===== config.mk =====
export PLATFORM = sky130hd
export DESIGN_NAME = spi_xfer_sequencer_flat
export DESIGN_NICKNAME = d
export VERILOG_FILES = /design/src/rtl/spi_xfer_sequencer_if.sv /design/src/rtl/spi_xfer_sequencer.sv /design/src/flat_wrapper.sv
export SDC_FILE = /design/constraint.sdc
export NUM_CORES = 1
export LEC_CHECK = 0
export BUFFER_PORTS_ARGS = -buffer_cell sky130_fd_sc_hd__buf_2
export CAP_MARGIN = 10
export CORE_MARGIN = 1.5
export CORE_UTILIZATION = 60
export DETAILED_ROUTE_END_ITERATION = 6
export GPL_TIMING_DRIVEN = 0
export PLACE_DENSITY_LB_ADDON = 0.12
export RECOVER_POWER = 50
export SETUP_SLACK_MARGIN = 0.4
export SLEW_MARGIN = 0
export SYNTH_ARGS = -nofsm -noshare
export SYNTH_HDL_FRONTEND = slang
export SYNTH_SLANG_ARGS = --single-unit

===== constraint.sdc =====
create_clock -name clk -period 3.7 [get_ports clk]
set_clock_uncertainty 0.1 [all_clocks]
set_input_delay 0.37 -clock clk [delete_from_list [all_inputs] [get_ports clk]]
set_output_delay 0.37 -clock clk [all_outputs]
set_load 0.01 [all_outputs]

===== src/rtl/spi_xfer_sequencer_if.sv =====
// Byte-stream and SPI-master handshake bundle for spi_xfer_sequencer.
// master: the sequencer side; slave: the system/SPI-master side.
interface spi_xfer_sequencer_if #(
  parameter int unsigned DATA_WIDTH = 8
);
  logic [DATA_WIDTH-1:0] tx_data;
  logic                  tx_valid;
  logic                  tx_ready;
  logic [DATA_WIDTH-1:0] rx_data;
  logic                  rx_valid;
  logic                  rx_ready;
  logic                  spi_start;
  logic [DATA_WIDTH-1:0] spi_data_in;
  logic                  spi_done;
  logic [DATA_WIDTH-1:0] spi_data_out;

  modport master (
    input  tx_data, tx_valid, rx_ready, spi_done, spi_data_out,
    output tx_ready, rx_data, rx_valid, spi_start, spi_data_in
  );

  modport slave (
    output tx_data, tx_valid, rx_ready, spi_done, spi_data_out,
    input  tx_ready, rx_data, rx_valid, spi_start, spi_data_in
  );
endinterface


===== src/rtl/spi_xfer_sequencer.sv =====
// TX/RX byte FIFOs around a one-transfer-in-flight SPI master handshake.
// Define SPI_SEQ_TIMEOUT_EN to build the WAIT-state watchdog and timeout_err.
module spi_xfer_sequencer #(
  parameter int unsigned DATA_WIDTH     = 8,
  parameter int unsigned FIFO_DEPTH     = 8,
  parameter int unsigned GAP_CYCLES     = 2,
  parameter int unsigned TIMEOUT_CYCLES = 255
) (
  input  logic                        clk,
  input  logic                        rst,
  spi_xfer_sequencer_if.master        bus,
  output logic                        busy,
  output logic [$clog2(FIFO_DEPTH):0] tx_level,
  output logic [$clog2(FIFO_DEPTH):0] rx_level,
  output logic                        timeout_err
);
  localparam int unsigned PTR_W = $clog2(FIFO_DEPTH);
  localparam int unsigned CNT_W = PTR_W + 1;
  localparam int unsigned GAP_W = $clog2(GAP_CYCLES);

  typedef enum logic [1:0] {IDLE, WAIT, GAP} state_t;

  state_t                state_q, state_d;
  logic [GAP_W-1:0]      gap_q, gap_d;
  logic [DATA_WIDTH-1:0] tx_mem [FIFO_DEPTH];
  logic [DATA_WIDTH-1:0] rx_mem [FIFO_DEPTH];
  logic [PTR_W-1:0]      tx_rd, tx_wr, rx_rd, rx_wr, rx_rd_d;
  logic [CNT_W-1:0]      tx_cnt_d, rx_cnt_d;
  logic [DATA_WIDTH-1:0] rx_head_d;
  logic                  launch, rx_push, tx_push, rx_pop;

`ifdef SPI_SEQ_TIMEOUT_EN
  localparam int unsigned WD_W = 16;
  logic [WD_W-1:0] wd_q, wd_d;
  logic            wd_fire;
`endif

  assign tx_push = bus.tx_valid && bus.tx_ready;
  assign rx_pop  = bus.rx_valid && bus.rx_ready;

  // Next state; gap/watchdog counters return to zero whenever their state is left
  always_comb begin
    state_d = state_q;
    gap_d   = '0;
    launch  = 1'b0;
    rx_push = 1'b0;
`ifdef SPI_SEQ_TIMEOUT_EN
    wd_d    = '0;
    wd_fire = 1'b0;
`endif
    unique case (state_q)
      IDLE: begin
        // RX slot is reserved here, so the WAIT-state push can never overflow
        if (tx_level != '0 && rx_level != CNT_W'(FIFO_DEPTH)) begin
          launch  = 1'b1;
          state_d = WAIT;
        end
      end
      WAIT: begin
        if (bus.spi_done) begin
          rx_push = 1'b1;
          state_d = GAP;
        end
`ifdef SPI_SEQ_TIMEOUT_EN
        else if (wd_q == WD_W'(TIMEOUT_CYCLES - 1)) begin
          wd_fire = 1'b1;
          state_d = GAP;
        end else begin
          wd_d = wd_q + WD_W'(1);
        end
`endif
      end
      GAP: begin
        if (gap_q == GAP_W'(GAP_CYCLES - 1)) state_d = IDLE;
        else                                 gap_d   = gap_q + GAP_W'(1);
      end
      default: state_d = IDLE;
    endcase
  end

  // FIFO occupancy and RX head after this edge, used to register the status outputs
  always_comb begin
    tx_cnt_d = tx_level;
    if (tx_push && !launch)      tx_cnt_d = tx_level + CNT_W'(1);
    else if (!tx_push && launch) tx_cnt_d = tx_level - CNT_W'(1);
    rx_cnt_d = rx_level;
    if (rx_push && !rx_pop)      rx_cnt_d = rx_level + CNT_W'(1);
    else if (!rx_push && rx_pop) rx_cnt_d = rx_level - CNT_W'(1);
    rx_rd_d   = rx_pop ? rx_rd + PTR_W'(1) : rx_rd;
    rx_head_d = (rx_push && rx_wr == rx_rd_d) ? bus.spi_data_out : rx_mem[rx_rd_d];
  end

  always_ff @(posedge clk) begin
    if (rst) begin
      state_q         <= IDLE;
      gap_q           <= '0;
      tx_rd           <= '0;
      tx_wr           <= '0;
      rx_rd           <= '0;
      rx_wr           <= '0;
      tx_level        <= '0;
      rx_level        <= '0;
      bus.tx_ready    <= 1'b1;
      bus.rx_valid    <= 1'b0;
      bus.rx_data     <= '0;
      bus.spi_start   <= 1'b0;
      bus.spi_data_in <= '0;
      busy            <= 1'b0;
    end else begin
      state_q       <= state_d;
      gap_q         <= gap_d;
      tx_level      <= tx_cnt_d;
      rx_level      <= rx_cnt_d;
      rx_rd         <= rx_rd_d;
      if (tx_push) tx_wr <= tx_wr + PTR_W'(1);
      if (launch)  tx_rd <= tx_rd + PTR_W'(1);
      if (rx_push) rx_wr <= rx_wr + PTR_W'(1);
      bus.tx_ready  <= (tx_cnt_d != CNT_W'(FIFO_DEPTH));
      bus.rx_valid  <= (rx_cnt_d != '0);
      bus.rx_data   <= rx_head_d;
      bus.spi_start <= launch;
      if (launch) bus.spi_data_in <= tx_mem[tx_rd];
      busy          <= (state_d != IDLE) || (tx_cnt_d != '0);
    end
  end

  // FIFO storage needs no reset; occupancy alone defines what is valid
  always_ff @(posedge clk) begin
    if (tx_push) tx_mem[tx_wr] <= bus.tx_data;
    if (rx_push) rx_mem[rx_wr] <= bus.spi_data_out;
  end

`ifdef SPI_SEQ_TIMEOUT_EN
  always_ff @(posedge clk) begin
    if (rst) begin
      wd_q        <= '0;
      timeout_err <= 1'b0;
    end else begin
      wd_q <= wd_d;
      if (wd_fire) timeout_err <= 1'b1;
    end
  end
`else
  // Watchdog compiled out: constant 0 for every legal TIMEOUT_CYCLES
  assign timeout_err = (TIMEOUT_CYCLES == 0);
`endif
endmodule


===== src/flat_wrapper.sv =====
// flat-port wrapper written by rule: the top's interface ports become plain ports
module spi_xfer_sequencer_flat 
#(
  parameter int unsigned DATA_WIDTH     = 8,
  parameter int unsigned FIFO_DEPTH     = 8,
  parameter int unsigned GAP_CYCLES     = 2,
  parameter int unsigned TIMEOUT_CYCLES = 255
)
  (clk, rst, busy, tx_level, rx_level, timeout_err, bus_tx_data, bus_tx_valid, bus_rx_ready, bus_spi_done, bus_spi_data_out, bus_tx_ready, bus_rx_data, bus_rx_valid, bus_spi_start, bus_spi_data_in);
  spi_xfer_sequencer_if #(.DATA_WIDTH(DATA_WIDTH)) bus_i ();
  input  logic clk;
  input  logic rst;
  output logic busy;
  output logic [$clog2(FIFO_DEPTH):0] tx_level;
  output logic [$clog2(FIFO_DEPTH):0] rx_level;
  output logic timeout_err;
  input wire logic [$bits(bus_i.tx_data)-1:0] bus_tx_data;
  input wire logic [$bits(bus_i.tx_valid)-1:0] bus_tx_valid;
  input wire logic [$bits(bus_i.rx_ready)-1:0] bus_rx_ready;
  input wire logic [$bits(bus_i.spi_done)-1:0] bus_spi_done;
  input wire logic [$bits(bus_i.spi_data_out)-1:0] bus_spi_data_out;
  output wire logic [$bits(bus_i.tx_ready)-1:0] bus_tx_ready;
  output wire logic [$bits(bus_i.rx_data)-1:0] bus_rx_data;
  output wire logic [$bits(bus_i.rx_valid)-1:0] bus_rx_valid;
  output wire logic [$bits(bus_i.spi_start)-1:0] bus_spi_start;
  output wire logic [$bits(bus_i.spi_data_in)-1:0] bus_spi_data_in;
  assign bus_i.tx_data = bus_tx_data;
  assign bus_i.tx_valid = bus_tx_valid;
  assign bus_i.rx_ready = bus_rx_ready;
  assign bus_i.spi_done = bus_spi_done;
  assign bus_i.spi_data_out = bus_spi_data_out;
  assign bus_tx_ready = bus_i.tx_ready;
  assign bus_rx_data = bus_i.rx_data;
  assign bus_rx_valid = bus_i.rx_valid;
  assign bus_spi_start = bus_i.spi_start;
  assign bus_spi_data_in = bus_i.spi_data_in;
  spi_xfer_sequencer #(.DATA_WIDTH(DATA_WIDTH), .FIFO_DEPTH(FIFO_DEPTH), .GAP_CYCLES(GAP_CYCLES), .TIMEOUT_CYCLES(TIMEOUT_CYCLES)) u_core (.clk(clk), .rst(rst), .bus(bus_i), .busy(busy), .tx_level(tx_level), .rx_level(rx_level), .timeout_err(timeout_err));
endmodule

==> summary.md <==
| Metric | Value |
|---|---|
| Row count | 40 |
| Post-Synthesis Cells | 578 |
| CP Launch Type | flop |
| P_int | 4.00 mW |
| CP arrival | 3.05 ns |
| Worst Setup EP | u_core.tx_rd[0]$_SDFFE_PP0P_ |
| Worst slew margin relative to its limit | 0.363 |
| Share of layout cells above drive strength 1 | 0.104 |
| Switching part of the total power | 0.330 |
| Critical path required time | 3.90 ns |
| Mapped Nets | 607 |
| Top cell type by total area after synthesis | edfxtp_1 |
| DR pass1 iterations | 7 |
| Critical path class | flop to flop |
| Compound-cell area share of the yosys netlist | 0.118 |
| Layout area overhead | 14.4% |
| Clock sink total | 171 |
| # hold bufs at CTS | 0 |
| First-pass GRT wire length | 26.5 mm |
| Reg-to-Reg Start | u_core.tx_level[0]$_SDFF_PP0_ |
| Largest net degree at the start of global routing | 17 |
| Fin. Hold Viols | 0 |
| Maxcap violations | 0 |
| Final ANT Viol Nets | 0 |
| Final wirelength | 17.1 mm |
| # diodes | 0 |
| Clk buf depth | 2 |
| DRC | 2 |
| Peak supply drop | 0.371 mV |
| GRT Util Overall | 0.280 |
| Gpl congestion | 0.906 |
| Synth warn | 0 |
| Post-DR vias/cell | 6.24 |
| CTS tree | yes |
| R2R setup slack | 0.86 ns |
| Power, Total | 5.97 mW |
| Synthesized flop and latch total | 171 |
| Clock Latency Late Sink | 0.43 ns |
| XOR/XNOR share of the synthesized area | 0.0236 |
| Crit. Startpoint | u_core.tx_level[0]$_SDFF_PP0_ |
| Slew Viols, Final | 0 |
| Non-filler cells, final | 833 |
| Worst hold slack | 0.146 ns |
| Post-synthesis sequential area ratio | 0.633 |
| Most used DFF post-synth | edfxtp_1 |
| Hold crit path type | input port to flop |
| Clock Root Buffer | clkbuf_16 |
| Initial antenna violation count | 0 |
| Logic pwr share | 0.299 |
| Tcrit/Tclk final | 0.769 |
| IO Count | 50 |
| Synth unique cells | 52 |
| Initial Util | 0.616 |
| Fin nets | 681 |
| Failing checks | design-rule violations |
| Final setup viols | 0 |
| Area contributors post-synth | edfxtp_1 (52%), dfxtp_1 (12%), mux4_2 (4.8%), a211oi_1 (4.4%), nand2_1 (2.6%) |
| Core ar. | 0.0121 mm2 |
| Fmax | 352 MHz |
| CP Max Fanout | 10 |
| H-tree levels | 4 |
| Chip height | 114 um |
| Setup Total Neg Slack | 0 ns |
| Reg2Reg Depth | 9 |
| Vias in the first global route | 5125 |
| Largest family of logic cells by synthesized area | compound AO/OA/AOI/OAI gates |
| Clock power share | 0.299 |
| Area of the die | 0.0131 mm2 |
| Cell Area, Synth | 0.00743 mm2 |
| Synth top area share | 0.517 |
| Post-synthesis mux area share | 0.0606 |
| Clk slew on worst S/H paths | 0.06 ns |
| Slew @ Worst Pin | 0.953 ns |
| WL/cell | 20.5 um |
| Avg Cell Area, Syn | 12.9 um2 |
| PostCTS Resize Cnt | 0 |
| Part of the power in registers | 0.401 |
| Async S/R FF share, synth | 0 |
| Vias | 5200 |
| Simple-Gate Fraction of Synth Area | 0.112 |
| Pwr per Cell Area | 702 mW/mm2 |
| Die width | 114 um |
| Status | complete, but fails checks |
| Leak | 2.75 nW |
| Most frequent cells in the layout | edfxtp_1 (128), clkbuf_1 (82), nand2_1 (52) |
| Worst setup EP type | flop |
| EDFF count, synth | 128 |
| Grt ovf | 0 |
| Post-CTS Setup Bufs | 0 |
| NetSw | 1.97 mW |
| R2R Path End | u_core.tx_rd[0]$_SDFFE_PP0P_ |
| DRT iter0 DRCs | 437 |
| Adder-Cell Fraction of Synth Area | 0.0162 |
| Post-DP HPWL | 11.5 mm |
| Port Buffers | 47 |
| Min cycle time layout | 2.84 ns |
| Cell total after placement | 799 |
| RSZ-0062 raised after global routing | false |
| Commonest non-fill, non-tap cell in the layout | edfxtp_1 |
| Clock buffer count from CTS | 17 |
critical path, stage by stage (launching register included):
cell and delay [ns]:
dfxtp_1 0.51, inv_1 0.11, ha_1 0.25, or3b_4 0.27, and3_4 0.18, buf_6 0.12, clkbuf_1 0.46, buf_1 0.49
xnor2_1 0.18, nor2_1 0.05
logic make-up after synthesis:
kind of cell | count (synthesis)
XOR/XNOR | 20
AO/OA/AOI/OAI | 111
flip-flops | 171
AND/OR/NAND/NOR | 172
buffers and inverters | 68
adder cells (fa/ha/maj) | 10
other | 1
multiplexers | 25
per-layer routing:
layer / global-route usage / vias up / wire [um]
met5: 0 / - / 0
met4: 0.149 / 0 / 574
met3: 0.0588 / 54 / 1130
met2: 0.492 / 264 / 8950
met1: 0.324 / 2495 / 6430
li1: - / 2387 / -
flip-flops by register name (all words and copies together), names as in the netlist:
register                count
u_core.tx_mem              64
u_core.bus.rx_valid         1
u_core.tx_level             4
u_core.gap_q                1
u_core.tx_rd                3
u_core.bus.spi_start        1
u_core.bus.spi_data_in      8
u_core.rx_mem              64
u_core.rx_wr                3
u_core.tx_wr                3
u_core.bus.tx_ready         1
u_core.rx_rd                3
u_core.rx_level             4
u_core.bus.rx_data          8
u_core.state_q              2
u_core.busy                 1
how the worst min path moves through the flow:
stage,startpoint,end,slack [ns],cells past startpoint
6_report,bus_spi_done,u_core.state_q[0]$_SDFF_PP0_,0.15,3
5_1_grt,bus_spi_done,u_core.state_q[0]$_SDFF_PP0_,0.16,3
4_1_cts,bus_tx_data[4],u_core.tx_mem[3][4]$_DFFE_PP_,0.1,1
3_5_place_dp,u_core.bus.spi_data_in[7]$_SDFFE_PP0P_,u_core.bus.spi_data_in[7]$_SDFFE_PP0P_,0.39,2
3_3_place_gp,u_core.bus.spi_data_in[5]$_SDFFE_PP0P_,u_core.bus.spi_data_in[5]$_SDFFE_PP0P_,0.39,2
2_1_floorplan,bus_spi_data_out[0],u_core.rx_mem[0][0]$_DFFE_PP_,0.37,0
power groups by stage:
stage	clock network (mW)	registers, mW	logic [mW]
after floorplan	0	2.47	1.21
after global placement	0	2.42	1.73
after detailed placement	0	2.43	1.80
after CTS	1.80	2.39	1.80
after global routing	1.88	2.42	1.94
final	1.79	2.40	1.79
final cells by class:
| cell class | count | area, um2 |
|---|---|---|
| sequential | 171 | 4700 |
| fill | 829 | 3560 |
| multi-input combinational | 339 | 2480 |
| clock buffer | 19 | 443 |
| timing repair buffer | 55 | 240 |
| tap | 168 | 210 |
| buffer | 47 | 191 |
| clock inverter | 13 | 153 |
| inverter | 21 | 78.8 |
cell usage after synthesis (all sizes together) (2+ instances only):
| master | number |
|---|---|
| a211oi | 44 |
| a21o | 2 |
| a21oi | 7 |
| a22oi | 2 |
| a311o | 14 |
| a311oi | 2 |
| a31oi | 3 |
| a32o | 9 |
| a41oi | 3 |
| and2 | 2 |
| and3 | 2 |
| and3b | 2 |
| buf | 10 |
| clkbuf | 37 |
| dfxtp | 43 |
| edfxtp | 128 |
| ha | 8 |
| inv | 21 |
| maj3 | 2 |
| mux2i | 9 |
| mux4 | 16 |
| nand2 | 52 |
| nand2b | 6 |
| nand3 | 37 |
| nand3b | 3 |
| nand4 | 2 |
| nor2 | 34 |
| nor3 | 8 |
| nor4 | 17 |
| o21ai | 6 |
| o2bb2ai | 14 |
| or3 | 2 |
| or3b | 2 |
| xnor2 | 11 |
| xor2 | 9 |
through the flow:
step / setup slack (ns) / util / instance area (um2)
after floorplan: 1.21 / - / 7430
after global placement: 0.683 / 0.653 / 7880
after detailed placement: 0.879 / 0.659 / 7950
after CTS: 0.874 / 0.708 / 8540
after global routing: 0.671 / 0.705 / 8500
final: 0.856 / 0.705 / 8500
Power figures use the tool's default switching activity.
